File: src/rtl/shift_ctrl_pkg.sv
// Shared definitions for the serial shift sequencing controller.
//   state_e : controller state encoding (idle / shifting / inter-frame gap)
//   eff_len : maps a requested bit count onto the number of bits actually sent
package shift_ctrl_pkg;

  typedef enum logic [1:0] {
    StIdle  = 2'd0,
    StShift = 2'd1,
    StGap   = 2'd2
  } state_e;

  // A zero or oversized request means "send the whole word".
  function automatic int unsigned eff_len(input int unsigned len, input int unsigned n);
    return ((len == 0) || (len > n)) ? n : len;
  endfunction

endpackage

File: src/rtl/shift_seq_ctrl_if.sv
// Word-in / bit-out bundle of the serial shift sequencing controller.
//   in_data, in_len, in_valid : parallel word offered by the producer
//   in_ready                  : controller accepts a word this cycle
//   s_out, s_en               : serial bit (LSB first) and its qualifier
//   frame_start, done         : pulses on the first / last bit of a frame
//   busy                      : frame or inter-frame gap in progress
// master = producer/observer side, slave = controller side.
interface shift_seq_ctrl_if #(
  parameter int unsigned N     = 8,
  parameter int unsigned LEN_W = 4
);

  logic [N-1:0]     in_data;
  logic [LEN_W-1:0] in_len;
  logic             in_valid;
  logic             in_ready;
  logic             s_out;
  logic             s_en;
  logic             frame_start;
  logic             done;
  logic             busy;

  modport master (
    output in_data,
    output in_len,
    output in_valid,
    input  in_ready,
    input  s_out,
    input  s_en,
    input  frame_start,
    input  done,
    input  busy
  );

  modport slave (
    input  in_data,
    input  in_len,
    input  in_valid,
    output in_ready,
    output s_out,
    output s_en,
    output frame_start,
    output done,
    output busy
  );

endinterface

File: src/rtl/shift_load_reg.sv
// N-bit right shift register with parallel load.
//   i_clk   : clock, rising edge
//   i_clr_n : synchronous active-low clear (highest priority)
//   i_load  : load i_data (takes priority over shift)
//   i_shift : shift right by one, 0 fill at the MSB
//   i_data  : parallel load value
//   o_ser   : current bit 0
module shift_load_reg #(
  parameter int unsigned N = 8
) (
  input  logic         i_clk,
  input  logic         i_clr_n,
  input  logic         i_load,
  input  logic         i_shift,
  input  logic [N-1:0] i_data,
  output logic         o_ser
);

  logic [N-1:0] r_sh;

  always_ff @(posedge i_clk) begin
    if (!i_clr_n) begin
      r_sh <= '0;
    end else if (i_load) begin
      r_sh <= i_data;
    end else if (i_shift) begin
      r_sh <= {1'b0, r_sh[N-1:1]};
    end
  end

  assign o_ser = r_sh[0];

endmodule

File: src/rtl/shift_seq_ctrl.sv
// Serial shift sequencing controller.
// Accepts a word over a valid/ready handshake while idle, shifts out L bits LSB first
// (L = in_len, or N when in_len is 0 or exceeds N), then holds off for GAP cycles.
//   clk   : clock, rising edge
//   reset : synchronous active-low reset; aborts any frame in progress
//   bus   : slave side of shift_seq_ctrl_if (word input, serial output, status)
// Parameters: N word width, LEN_W bit-count width (2**LEN_W must exceed N),
// GAP idle cycles after each frame (0 allowed).
module shift_seq_ctrl
  import shift_ctrl_pkg::*;
#(
  parameter int unsigned N     = 8,
  parameter int unsigned LEN_W = 4,
  parameter int unsigned GAP   = 2
) (
  input logic             clk,
  input logic             reset,
  shift_seq_ctrl_if.slave bus
);

  // Gap counter needs to hold GAP; keep at least one bit so GAP=0 still elaborates.
  localparam int unsigned GW = (GAP > 0) ? $clog2(GAP + 1) : 1;

  state_e           r_state;
  state_e           w_state_next;
  logic [LEN_W-1:0] r_cnt;
  logic [LEN_W-1:0] w_cnt_next;
  logic [GW-1:0]    r_gap;
  logic [GW-1:0]    w_gap_next;
  logic             r_first;
  logic             w_first_next;

  logic             w_load;
  logic             w_shift;
  logic             w_ser;
  logic [LEN_W-1:0] w_len_eff;
  logic             w_in_shift;
  logic             w_last_bit;

  assign w_len_eff = LEN_W'(eff_len(32'(bus.in_len), N));

  shift_load_reg #(
    .N (N)
  ) u_shreg (
    .i_clk   (clk),
    .i_clr_n (reset),
    .i_load  (w_load),
    .i_shift (w_shift),
    .i_data  (bus.in_data),
    .o_ser   (w_ser)
  );

  always_ff @(posedge clk) begin
    if (!reset) begin
      r_state <= StIdle;
      r_cnt   <= '0;
      r_gap   <= '0;
      r_first <= 1'b0;
    end else begin
      r_state <= w_state_next;
      r_cnt   <= w_cnt_next;
      r_gap   <= w_gap_next;
      r_first <= w_first_next;
    end
  end

  assign w_last_bit = (r_cnt == LEN_W'(1));

  always_comb begin
    w_state_next = r_state;
    w_cnt_next   = r_cnt;
    w_gap_next   = r_gap;
    w_first_next = 1'b0;
    w_load       = 1'b0;
    w_shift      = 1'b0;

    case (r_state)
      StIdle: begin
        // in_ready is simply "state is idle", so the handshake is just in_valid here.
        if (bus.in_valid) begin
          w_load       = 1'b1;
          w_cnt_next   = w_len_eff;
          w_first_next = 1'b1;
          w_state_next = StShift;
        end
      end

      StShift: begin
        w_shift    = 1'b1;
        w_cnt_next = r_cnt - LEN_W'(1);
        if (w_last_bit) begin
          if (GAP != 0) begin
            w_gap_next   = GW'(GAP);
            w_state_next = StGap;
          end else begin
            w_state_next = StIdle;
          end
        end
      end

      StGap: begin
        w_gap_next = r_gap - GW'(1);
        if (r_gap <= GW'(1)) begin
          w_state_next = StIdle;
        end
      end

      default: begin
        w_state_next = StIdle;
      end
    endcase
  end

  // Outputs decode registered state; reset forces them low even before the
  // first clearing edge lands (e.g. reset asserted mid-frame).
  assign w_in_shift = reset && (r_state == StShift);

  assign bus.in_ready    = reset && (r_state == StIdle);
  assign bus.s_en        = w_in_shift;
  assign bus.s_out       = w_in_shift && w_ser;
  assign bus.frame_start = w_in_shift && r_first;
  assign bus.done        = w_in_shift && w_last_bit;
  assign bus.busy        = reset && (r_state != StIdle);

endmodule

File: src/flat_wrapper.sv
// flat-port wrapper written by rule: the top's interface ports become plain ports
module shift_seq_ctrl_flat import shift_ctrl_pkg::*;
#(
  parameter int unsigned N     = 8,
  parameter int unsigned LEN_W = 4,
  parameter int unsigned GAP   = 2
)
  (clk, reset, bus_in_data, bus_in_len, bus_in_valid, bus_in_ready, bus_s_out, bus_s_en, bus_frame_start, bus_done, bus_busy);
  shift_seq_ctrl_if #(.N(N), .LEN_W(LEN_W)) bus_i ();
  input logic clk;
  input logic reset;
  input wire logic [$bits(bus_i.in_data)-1:0] bus_in_data;
  input wire logic [$bits(bus_i.in_len)-1:0] bus_in_len;
  input wire logic [$bits(bus_i.in_valid)-1:0] bus_in_valid;
  output wire logic [$bits(bus_i.in_ready)-1:0] bus_in_ready;
  output wire logic [$bits(bus_i.s_out)-1:0] bus_s_out;
  output wire logic [$bits(bus_i.s_en)-1:0] bus_s_en;
  output wire logic [$bits(bus_i.frame_start)-1:0] bus_frame_start;
  output wire logic [$bits(bus_i.done)-1:0] bus_done;
  output wire logic [$bits(bus_i.busy)-1:0] bus_busy;
  assign bus_i.in_data = bus_in_data;
  assign bus_i.in_len = bus_in_len;
  assign bus_i.in_valid = bus_in_valid;
  assign bus_in_ready = bus_i.in_ready;
  assign bus_s_out = bus_i.s_out;
  assign bus_s_en = bus_i.s_en;
  assign bus_frame_start = bus_i.frame_start;
  assign bus_done = bus_i.done;
  assign bus_busy = bus_i.busy;
  shift_seq_ctrl #(.N(N), .LEN_W(LEN_W), .GAP(GAP)) u_core (.clk(clk), .reset(reset), .bus(bus_i));
endmodule
File: config.mk
export PLATFORM = sky130hd
export DESIGN_NAME = shift_seq_ctrl_flat
export DESIGN_NICKNAME = d
export VERILOG_FILES = /design/src/rtl/shift_ctrl_pkg.sv /design/src/rtl/shift_seq_ctrl_if.sv /design/src/rtl/shift_load_reg.sv /design/src/rtl/shift_seq_ctrl.sv /design/src/flat_wrapper.sv
export SDC_FILE = /design/constraint.sdc
export NUM_CORES = 1
export LEC_CHECK = 0
export ABC_CLOCK_PERIOD_IN_PS = 3200
export CELL_PAD_IN_SITES_DETAIL_PLACEMENT = 0
export CELL_PAD_IN_SITES_GLOBAL_PLACEMENT = 1
export CORE_UTILIZATION = 38
export CTS_BUF_LIST = sky130_fd_sc_hd__clkbuf_16
export CTS_CLUSTER_DIAMETER = 100
export DETAILED_ROUTE_END_ITERATION = 6
export MAX_ROUTING_LAYER = met4
export PLACE_DENSITY_LB_ADDON = 0.12
export SLEW_MARGIN = 20
export SYNTH_ARGS = -nofsm -noshare
export SYNTH_HDL_FRONTEND = slang
export SYNTH_SLANG_ARGS = --single-unit
File: constraint.sdc
create_clock -name clk -period 3.2 [get_ports clk]
set_input_delay 0.64 -clock clk [delete_from_list [all_inputs] [get_ports clk]]
set_output_delay 0.64 -clock clk [all_outputs]
set_load 0.01 [all_outputs]
After elaboration in Yosys (flattened, before gate mapping)
Cells that the tools add are included.

operators by class
  bitwise logic cells = 0
  add/subtract/negate cells = 2
  $lt $le $gt $ge = 2
  reductions and logical operators = 16
  shift operators = 0
  multiplexer cells = 13
  $mul = 0
  divide/modulo/power cells = 0
  eq/ne operators = 6

operator list
  cell                   number
  $mux W8                2
  $mux W4                2
  $pmux W4 S2            1
  $reduce_bool A2 Y1     4
  $logic_and A1 B1 Y1    6
  $mux W2                3
  $pmux W2 S3            1
  $eq A4 B1 Y1 const B   1
  $gt A4 B4 Y1 const B   1
  $logic_not A4 Y1       1
  $ne A2 B1 Y1 const B   2
  $pmux W2 S2            1
  $reduce_and A2 Y1      2
  $sub A4 B1 Y4 const B  1
  $mux W1                3
  $reduce_and A3 Y1      1
  $eq A2 B1 Y1 const B   1
  $eq A2 B2 Y1 const B   1
  $le A2 B1 Y1 const B   1
  $logic_not A2 Y1       1
  $ne A2 B2 Y1 const B   1
  $sub A2 B1 Y2 const B  1
  $logic_or A1 B1 Y1     1

word-level totals
  word-level logic and storage cells = 44
  ROM bits = 0
  flip-flop bits (word level) = 17
  bits in latches = 0
  output and inout port bits = 6
  memory bits (writable) = 0
  memories = 0
  bits of input ports = 15

Longest topological paths before layout
  word-level depth = 5
  mapped depth = 5
  depth with buffers taken out = 5

Cells and area by module
From an unflattened synthesis, not the netlist that was laid out.

second synthesis, totals
  cells, all modules = 106
  area total of the unflattened synthesis = 1004.7 sq um

modules (own cells, without submodules)
  module          seq. area each (sq um)  area an instance (sq um)  instances  cells an instance
  shift_seq_ctrl  180.2                   585.6                     1          71
  shift_load_reg  160.2                   419.2                     1          35

Worst setup path after synthesis
No wires, ideal clock.

  kind = input to output
  start = input reset
  end = output bus_in_ready
  setup slack = 1.299 ns
  path buffers = 1
  arrival time = 1.261 ns
  cell stages on the path = 3
  required time = 2.560 ns
  cells stage by stage = clkinv_1 -> clkbuf_1 -> nor3_1

between the ends
  cells in the longest elaborated chain, start to end = 1

RTL lines
  what                 RTL line               RTL
  start: declaration   flat_wrapper.sv:11     input logic reset;
  $logic_and A1 B1 Y1  shift_seq_ctrl.sv:118  assign bus.in_ready = reset && (r_state == StIdle);
  end: declaration     flat_wrapper.sv:15     output wire logic [$bits(bus_i.in_ready)-1:0] bus_in_ready;

Every way passes these cells.

Worst setup path in the final report
  start = input reset
  end = output bus_s_out

between the ends
  cells in the longest elaborated chain, start to end = 2

RTL lines
  what                 RTL line               RTL
  $logic_and A1 B1 Y1  shift_seq_ctrl.sv:116  assign w_in_shift = reset && (r_state == StShift);
  $logic_and A1 B1 Y1  shift_seq_ctrl.sv:120  assign bus.s_out = w_in_shift && w_ser;
  end: declaration     flat_wrapper.sv:16     output wire logic [$bits(bus_i.s_out)-1:0] bus_s_out;

Every way passes these cells.

==> results.md <==
- The transition at the pin with the smallest max-transition slack is 0.791 ns.
- The class of the tightest hold or removal check is reg -> reg.
- The DRC violation total after the first TritonRoute iteration is 6.
- The biggest area contributor in the post-synthesis netlist is dfxtp_1.
- Dividing the detail-routed wire length by the instance count gives 13.2 um.
- CTS built an H-tree with a depth of 1.
- The share of Yosys cell area claimed by the top area cell type is 38.4%.
- The via count is 807.
- The run finished with clean final reports.
- Timing would allow up to 347 MHz.
- For the worst setup path, the data required time is 2.56 ns.
- In this run, placement finished with an instance count of 148.
- The final critical-path required period is 2.88 ns.
- The post-layout worst setup margin is 0.317 ns.
- The analysis attributes to cell leakage a power of 0.450 nW.
- Global routing consumed, on the met3 layer, 3.33% of the routing resources.
- The setup-violating endpoint count in the final report is 0.
- The critical path launch point type is an input pin.
- Counting every sink on the clock net gives 17.
- The synthesized flop and latch total is 17.
- The critical path is of the in -> out type.
- The critical path's largest stage delay is 0.54 ns.
- The number of global-route vias before repair is 820.
- The number of warnings printed during yosys synthesis is 0.
- For this run the aggregate overflow at the end of global routing stands at 0.
- The clock passes through at most 2 buffers.
- The post-synthesis cell type count is 34.
- The number of vias per cell is 5.31.
- Once layout is complete, the cells apart from fillers number 152.
- The core region is 2210 um^2.
- Setup repair after global routing left no endpoint under its margin.
- For the worst-skew pair, the clock arrives at the later sink with an insertion delay of 0.25 ns.
- The share of layout cells above drive strength 1 is 4.84%.
- Across the VDD grid, the largest voltage drop is 304 uV.
- The first global-routing pass estimated 3550 um of wire.
- After clock tree synthesis, the flow added hold-fix buffers numbering 0.
- The number of placement rows is 17.
- The synthesized netlist occupies a cell area of 886 um^2.
- The post-CTS setup buffer count is 0.
- The effective utilization at floorplan is 40.0%.
- The final worst clock skew is 0.00149 ns.
- For this design, the slowest cell found on the critical path is clkdlybuf4s50_1.
- The met1 routing resource usage after global routing is 24.0%.
- The die outline width is 50.3 um.
- The critical path goes through clkdlybuf4s50_1 -> nor2b_1 -> and3_1 -> clkdlybuf4s50_1.
- The count of pins on the block boundary is 21.
- The tree is rooted in a clkbuf_16.
- The congestion estimate from routability-driven global placement came to 0.781.
- The clock transition time at the flip-flop clock pins of the worst setup and hold paths is 0.05 ns.
- The synthesized design contains 0 enable-type register cells.
- The total routed wirelength is 2000 um.
- In the synthesized netlist, the cells that appear most often are dfxtp_1 (17), inv_1 (12), a221oi_1 (9).
- Power spread over the standard cell area amounts to 515 nW/um^2.
- The endpoint kind of the worst setup timing path is an output port.
- The most numerous cell type found on the critical path is clkdlybuf4s50_1.
- By area the synthesized netlist is led by dfxtp_1 (38%), a221oi_1 (8.9%), inv_1 (5.1%).
- The remaining number of nets flagged by the antenna check after routing is 0.
- The minimum setup slack after placement is 0.338 ns.
- The tool flagged a number of max-cap violations equal to 0.
- The global-route met2 utilization is 28.4%.
- The sequential area share after synthesis is 38.4%.
- The ratio of final minimum period to clock period is 90.1%.
- The leading cell type by number of instances after synthesis is dfxtp_1.
- The busiest layer in global routing is met2.
- Along the worst path, the maximum fanout reaches 5.
- The number of antenna violations at the first check in global routing came to 0.
- The die outline area is 2530 um^2.
- The number of gates resized after CTS was 0.
- Measured against its own limit, the worst slew margin works out to 47.1%.
- The share of flip-flops with an asynchronous set or reset is 0%.
- The number of nets produced by synthesis is 122.
- The total routing usage reported by global routing is 19.0%.
- After synthesis, the mean cell area works out to 8.52 um^2.
- The remaining design rule violation count is 0.
- The number of buffers added on ports is 20.
- The net total in the final layout is 143.
- The post-synthesis cell count is 104.
- The arrival time of data at the critical path endpoint is 2.24 ns.
- The pre-antenna-repair detailed-routing pass consisted of 4 iterations.
- The y dimension of the die is 50.3 um.
- 0 antenna diodes ended up in the layout.
- Entering global routing, the biggest net connects 15 pins.
- The count of final hold-check violations was 0.
- Among all flip-flop cells after synthesis, the most frequent one is dfxtp_1.
- The count of final max-slew check failures is 0.
- The clock buffer count from CTS is 3.
- The layout overhead on the synthesized area is 33.6%.
- The final sum of negative setup slack is 0 ns.
- After legalization and detailed placement, the total HPWL measured 1450 um.
- The TritonCTS clock tree is built.
## per-stage QoR
| stage | util [%] | instance area [um^2] | power (W) | hold slack [ns] |
|---|---|---|---|---|
| finish | 53.5 | 1180 | 0.000610 | 0.459 |
| floorplan | - | 886 | 0.000327 | 0.440 |
| global placement | 49.9 | 1100 | 0.000369 | 0.449 |
| global route | 53.5 | 1180 | 0.000643 | 0.480 |
| detailed placement | 49.9 | 1100 | 0.000370 | 0.456 |
| CTS | 53.5 | 1180 | 0.000618 | 0.464 |
## layout by cell type (no fill, tap or decap), types with 2 or more instances in the layout
cell and n:
a21oi_1 3, a221oi_1 9, and3_1 4, buf_4 3, clkbuf_16 3, clkdlybuf4s50_1 20, clkinv_1 2, dfxtp_1 17
ha_1 3, inv_1 13, nand2_1 6, nor2_1 6, nor2b_1 4, nor3_1 3, nor3b_1 2, o21bai_1 2
o22ai_1 7
## logic make-up after synthesis
logic type	synth area share, %
and+or+nand+nor	21.6
AOI/OAI and AO/OA	23.3
buffers and inverters	10.3
DFF	38.4
adders and majority gates	4.24
xor gates and xnor gates	0.989
muxes	1.13
## sequential cells by signal (all words and copies together) (netlist names)
register	flops
u_core.r_state	2
u_core.r_first	1
u_core.r_gap	2
u_core.r_cnt	4
u_core.u_shreg.r_sh	8
## power breakdown
group	switching, W	internal (W)	leakage, nW
combinational	0.0000542	0.0000615	0.267
clock	0.0000782	0.000166	0.0423
sequential	0.0000167	0.000233	0.140
## cell type report
cell class                      instances  area [um^2]
Clock buffer                            3         75.1
Fill cell                             206         1030
Tap cell                               28         35.0
Sequential cell                        17          340
Multi-Input combinational cell         66          454
Timing Repair Buffer                   23          223
Clock inverter                          1         3.75
Inverter                               14         52.6
## critical path, delay by kind of cell
kind / cells / cell delay [ns]
buffers and inverters: 2 / 1.07
AND/OR/NAND/NOR: 2 / 0.53
## routing by layer
metal / share of wire, % / vias up
met5: 0 / -
met4: 1.3 / 0
met3: 2.9 / 4
met2: 46 / 13
met1: 49 / 371
li1: - / 419
## worst paths after layout
check                                           start                             endpoint  slack, ns  cells after the start
hold / removal    u_core.u_shreg.r_sh[1]$_SDFFE_PN0P_  u_core.u_shreg.r_sh[1]$_SDFFE_PN0P_       0.46                      2
hold reg to reg   u_core.u_shreg.r_sh[1]$_SDFFE_PN0P_  u_core.u_shreg.r_sh[1]$_SDFFE_PN0P_       0.46                      2
setup reg to reg       u_core.r_state[0]$_SDFFE_PN0P_  u_core.u_shreg.r_sh[3]$_SDFFE_PN0P_       1.74                      2
setup / recovery                                reset                            bus_s_out       0.32                      4
Note: power is estimated with default switching activity, not from simulation.
